$ cat src/rtl/pwm_fan_array_if.sv
// pwm_fan_array_if: fan driver bus (en, speed, load in; pwm_data, at_target, period_start out)
interface pwm_fan_array_if #(
  parameter int WIDTH    = 8,
  parameter int CHANNELS = 2
);
  logic                      en;
  logic [CHANNELS*WIDTH-1:0] speed;
  logic [CHANNELS-1:0]       load;
  logic [CHANNELS-1:0]       pwm_data;
  logic [CHANNELS-1:0]       at_target;
  logic                      period_start;
  modport master (output en, speed, load, input pwm_data, at_target, period_start);
  modport slave (input en, speed, load, output pwm_data, at_target, period_start);
endinterface

$ cat src/rtl/pwm_fan_array.sv
// pwm_fan_array: multi-channel soft-start PWM fan driver; ports clk, arst (async active-low), bus (pwm_fan_array_if.slave)
module pwm_fan_array #(
  parameter int WIDTH    = 8,
  parameter int CHANNELS = 2,
  parameter int STEP     = 16,
  parameter int STAGGER  = 1
) (
  input logic             clk,
  input logic             arst,
  pwm_fan_array_if.slave  bus
);
  localparam int SC = (STEP >= (1 << WIDTH)) ? (1 << WIDTH) : STEP;
  localparam logic [WIDTH:0] SW = SC[WIDTH:0];
  logic [WIDTH-1:0]    cnt;
  logic [WIDTH-1:0]    target [CHANNELS];
  logic [WIDTH-1:0]    duty [CHANNELS];
  logic [WIDTH-1:0]    duty_nxt [CHANNELS];
  logic [WIDTH-1:0]    ph [CHANNELS];
  logic [WIDTH:0]      up [CHANNELS];
  logic [WIDTH:0]      dn [CHANNELS];
  logic [CHANNELS-1:0] pwm_q;
  logic [CHANNELS-1:0] at;
  logic                period_q;
  logic                boundary;
  function automatic logic [WIDTH-1:0] off(input int i);
    longint o;
    o = (STAGGER != 0) ? (longint'(i) << WIDTH) / CHANNELS : 64'd0;
    return o[WIDTH-1:0];
  endfunction
  assign boundary = &cnt;
  always_comb begin
    for (int i = 0; i < CHANNELS; i++) begin
      ph[i]       = cnt + off(i);
      up[i]       = {1'b0, target[i]} - {1'b0, duty[i]};
      dn[i]       = {1'b0, duty[i]} - {1'b0, target[i]};
      duty_nxt[i] = (SC == 0) ? target[i] :
                    (duty[i] < target[i]) ? duty[i] + ((up[i] > SW) ? SW[WIDTH-1:0] : up[i][WIDTH-1:0]) :
                    duty[i] - ((dn[i] > SW) ? SW[WIDTH-1:0] : dn[i][WIDTH-1:0]);
      at[i]       = duty[i] == target[i];
    end
  end
  always_ff @(posedge clk or negedge arst) begin
    if (!arst) begin
      cnt      <= '0;
      period_q <= 1'b0;
      pwm_q    <= '0;
      for (int i = 0; i < CHANNELS; i++) begin
        target[i] <= '0;
        duty[i]   <= '0;
      end
    end else begin
      cnt      <= cnt + 1'b1;
      period_q <= boundary;
      for (int i = 0; i < CHANNELS; i++) begin
        if (bus.load[i]) target[i] <= bus.speed[i*WIDTH +: WIDTH];
        duty[i]  <= !bus.en ? '0 : boundary ? duty_nxt[i] : duty[i];
        pwm_q[i] <= bus.en && (ph[i] < duty[i]);
      end
    end
  end
  assign bus.pwm_data     = pwm_q;
  assign bus.at_target    = at;
  assign bus.period_start = period_q;
endmodule

$ cat src/flat_wrapper.sv
// flat-port wrapper written by rule: the top's interface ports become plain ports
module pwm_fan_array_flat 
#(
  parameter int WIDTH    = 8,
  parameter int CHANNELS = 2,
  parameter int STEP     = 16,
  parameter int STAGGER  = 1
)
  (clk, arst, bus_en, bus_speed, bus_load, bus_pwm_data, bus_at_target, bus_period_start);
  pwm_fan_array_if #(.WIDTH(WIDTH), .CHANNELS(CHANNELS)) bus_i ();
  input logic clk;
  input logic arst;
  input wire logic [$bits(bus_i.en)-1:0] bus_en;
  input wire logic [$bits(bus_i.speed)-1:0] bus_speed;
  input wire logic [$bits(bus_i.load)-1:0] bus_load;
  output wire logic [$bits(bus_i.pwm_data)-1:0] bus_pwm_data;
  output wire logic [$bits(bus_i.at_target)-1:0] bus_at_target;
  output wire logic [$bits(bus_i.period_start)-1:0] bus_period_start;
  assign bus_i.en = bus_en;
  assign bus_i.speed = bus_speed;
  assign bus_i.load = bus_load;
  assign bus_pwm_data = bus_i.pwm_data;
  assign bus_at_target = bus_i.at_target;
  assign bus_period_start = bus_i.period_start;
  pwm_fan_array #(.WIDTH(WIDTH), .CHANNELS(CHANNELS), .STEP(STEP), .STAGGER(STAGGER)) u_core (.clk(clk), .arst(arst), .bus(bus_i));
endmodule
$ cat config.mk
export PLATFORM = sky130hd
export DESIGN_NAME = pwm_fan_array_flat
export DESIGN_NICKNAME = d
export VERILOG_FILES = /design/src/rtl/pwm_fan_array_if.sv /design/src/rtl/pwm_fan_array.sv /design/src/flat_wrapper.sv
export SDC_FILE = /design/constraint.sdc
export NUM_CORES = 1
export LEC_CHECK = 0
export BUFFER_PORTS_ARGS = -buffer_cell sky130_fd_sc_hd__buf_2
export CAP_MARGIN = 5
export CORE_ASPECT_RATIO = 0.5
export CORE_MARGIN = 2
export CORE_UTILIZATION = 35
export CTS_CLUSTER_DIAMETER = 60
export DETAILED_ROUTE_END_ITERATION = 12
export GPL_ROUTABILITY_DRIVEN = 1
export MAX_ROUTING_LAYER = met4
export PLACE_DENSITY = 0.51
export SLEW_MARGIN = 15
export SYNTH_ARGS = -nofsm -noshare
export SYNTH_HDL_FRONTEND = slang
export SYNTH_SLANG_ARGS = --single-unit
$ cat constraint.sdc
create_clock -name clk -period 5 [get_ports clk]
set_input_delay 0.75 -clock clk [delete_from_list [all_inputs] [get_ports clk]]
set_output_delay 0.75 -clock clk [all_outputs]
set_load 0.01 [all_outputs]
==> summary.txt <==
Die
  – Die W: 166 um
  – Core area: 12700 um2
  – I/O pin count: 26
  – Die extent in y: 85.0 um
  – Starting Density: 36.1%
  – Cell row count: 29
  – DIE AREA: 14100 um2

Clocking
  – Cts bufs inserted: 5
  – CTS tree: built
  – Clock Path Buffers: 2
  – CTS sink cnt: 43
  – Clk root buf: clkbuf_16
  – Post-CTS Hold Buffers: 0
  – Worst-path clk slew: 0.07 ns
  – H-Tree Depth: 2
  – Clk Latency, worst-skew pair: 0.29 ns

Critical path
  – Worst Setup End Kind: register
  – Startpoint types: register
  – CP max FO: 6
  – Reg2Reg Capture Point: u_core.duty[15]
  – Kind of critical path: reg2reg
  – R2R cell count: 19
  – Critical Path RT: 5.21 ns
  – FF-to-FF setup slack: 0.29 ns
  – Worst r2r src: u_core.duty[9]
  – Critical Path AT: 4.92 ns

Layout
  – Fin util: 41.2%
  – Share of layout cells above drive strength 1: 15.4%
  – Layout Area Growth over Synthesis: 14.2%
  – Most frequent cells in the layout: ha_1, nand2_1, inv_1
  – Non-filler instance count after layout: 755
  – Post-route cell area: 5250 um2
  – Commonest non-fill, non-tap cell in the layout: ha_1
  – N_diodes: 0
  – Nets: 676
  – Fillcell total: 1292

Routing
  – Vias/cell: 5.20
  – Residual DRC: 0
  – ANT nets after route: 0
  – Routed len/inst: 15.1 um
  – Iteration-0 DRC Markers: 246
  – Routed vias: 3923
  – WL final: 11400 um
  – DRT Pass-1 Iters: 4

Worst hold path
  – Hold Path Class: in2async

Timing
  – Pins Over Slew Limit: 0
  – Worst Skew: 0.00456 ns
  – Tcrit/Tclk final: 94.2%
  – Fin worst setup slack: 0.292 ns
  – Tightest Pin Transition: 0.582 ns
  – Final setup violation count: 0
  – Rel. slew slack: 61.2%
  – Fmax: 212 MHz
  – Min Tclk post-route: 4.71 ns
  – Final Hold Vio Count: 0

Placed design
  – Port bufs: 25
  – Cell Area, Placed: 4990 um2
  – Dpl ws: 0.0106 ns
  – Detailed Place HPWL: 8870 um
  – Inst Count DP: 742
  – Routability cong.: 0.793

GRT
  – GRT Total Usage: 17.5%
  – Grt total ovfl: 0
  – Global-route wire length before repair: 19400 um
  – Largest net degree at the start of global routing: 44
  – Vias in the first global route: 3888
  – Initial antenna violation count: 0

Yosys
  – Post-synthesis instance total: 545
  – Leading area contributor after synthesis: dfrtp_1
  – Asr flop ratio synth: 100%
  – Number of synthesized flops with an enable pin: 0
  – Ys Warns: 0
  – Avg Cell Area, Syn: 8.43 um2
  – Top cells by area, synth: dfrtp_1, ha_1, o21ai_0
  – Post-Syn Area: 4600 um2
  – Yosys top cell area share: 23.4%
  – Syn_nets: 637
  – Register area share after synthesis: 23.4%
  – Top_reg_cell synth: dfrtp_1
  – Flops & latches, synth: 43
  – Distinct cells, synth: 70

Pwr
  – LEAKAGE: 2.39 nW
  – Peak VDD IR: 0.119 mV
  – Total power: 1.06 mW
  – Power density over cell area: 202 nW/um2

Flow run
  – Max-Cap Viols: 0

Status
  – Outcome: complete, no violations
-- layout make-up --
cell class	count	area (um2)	share of cell area (%)
multi-input combinational	433	3310	63.1
sequential	43	1080	20.5
timing repair buffer	50	315	6.01
tap	170	213	4.05
inverter	51	191	3.65
clock buffer	6	129	2.46
clock inverter	2	12.5	0.238
-- timing repair --
action | CTS | global route
gates resized for setup | 1 | 20
buffers inserted | 0 | 5
setup endpoints to repair | 1 | 5
pin swaps | 0 | 6
-- sequential cells by signal, summed over array words and instances, names as in the netlist --
name and flops:
u_core.bus.period_start 1, u_core.duty 16, u_core.target 16, u_core.bus.pwm_data 2, u_core.cnt 8
-- worst max path at each step --
stage	start	to	slack (ns)
finish	u_core.duty[9]	u_core.duty[15]	0.29
global route	u_core.duty[1]	u_core.duty[7]	-0.11
CTS	u_core.duty[9]	u_core.duty[15]	0.06
detailed placement	u_core.target[8]	u_core.duty[15]	0.01
global placement	u_core.target[8]	u_core.duty[14]	0.11
floorplan	u_core.duty[9]	u_core.duty[15]	0.30
-- through the flow --
stage | hold slack (ns) | TNS, ns
after floorplan | 0.454 | 0
after global placement | 0.520 | 0
after detailed placement | 0.520 | 0
after CTS | 0.529 | 0
after global routing | 0.509 | -0.105
final | 0.449 | 0
-- cells in the mapped netlist, types with 11 or more instances --
cell      n
a21o_1   15
a21oi_1  25
dfrtp_1  43
ha_1     65
inv_1    50
nand2_1  51
nand3_1  14
nor2_1   29
nor3_1   14
o21ai_0  40
xnor2_1  11
xor2_1   14
-- routing by layer --
metal	track usage, %	vias up	part of all wire [%]
met2	28.4	38	45
met3	2.01	10	2.0
li1	-	2025	-
met1	23.7	1850	52
met4	3.87	0	0.95
met5	-	-	0
-- kinds of logic after synthesis --
family	count (synthesis)	synth area share (%)
compound gates	163	25.3
mux	5	1.09
simple gates	169	18.9
xor+xnor	25	4.76
buf+inv	69	6.26
fa+ha+maj	71	20.3
flops	43	23.4
-- worst max-delay path, stage by stage (launching register included) --
cell	delay (ns)
dfrtp_1	0.41
buf_4	0.15
fa_1	0.44
nand2b_4	0.16
a21oi_2	0.19
nor4_1	0.10
a211oi_4	0.28
o2111ai_4	0.20
or3_2	0.48
ha_2	0.21
or4_1	0.52
a32oi_1	0.21
ha_1	0.29
o21ai_2	0.10
a21oi_2	0.09
o41ai_2	0.21
buf_4	0.17
and4_1	0.22
mux2i_1	0.08
o2111ai_1	0.10
-- power breakdown --
| group | switching (mW) | total, mW | internal (mW) |
|---|---|---|---|
| Sequential | 0.00647 | 0.366 | 0.359 |
| Clock | 0.159 | 0.344 | 0.185 |
| Combinational | 0.199 | 0.353 | 0.154 |
| Total | 0.364 | 1.06 | 0.698 |
Power figures use the tool's default switching activity.
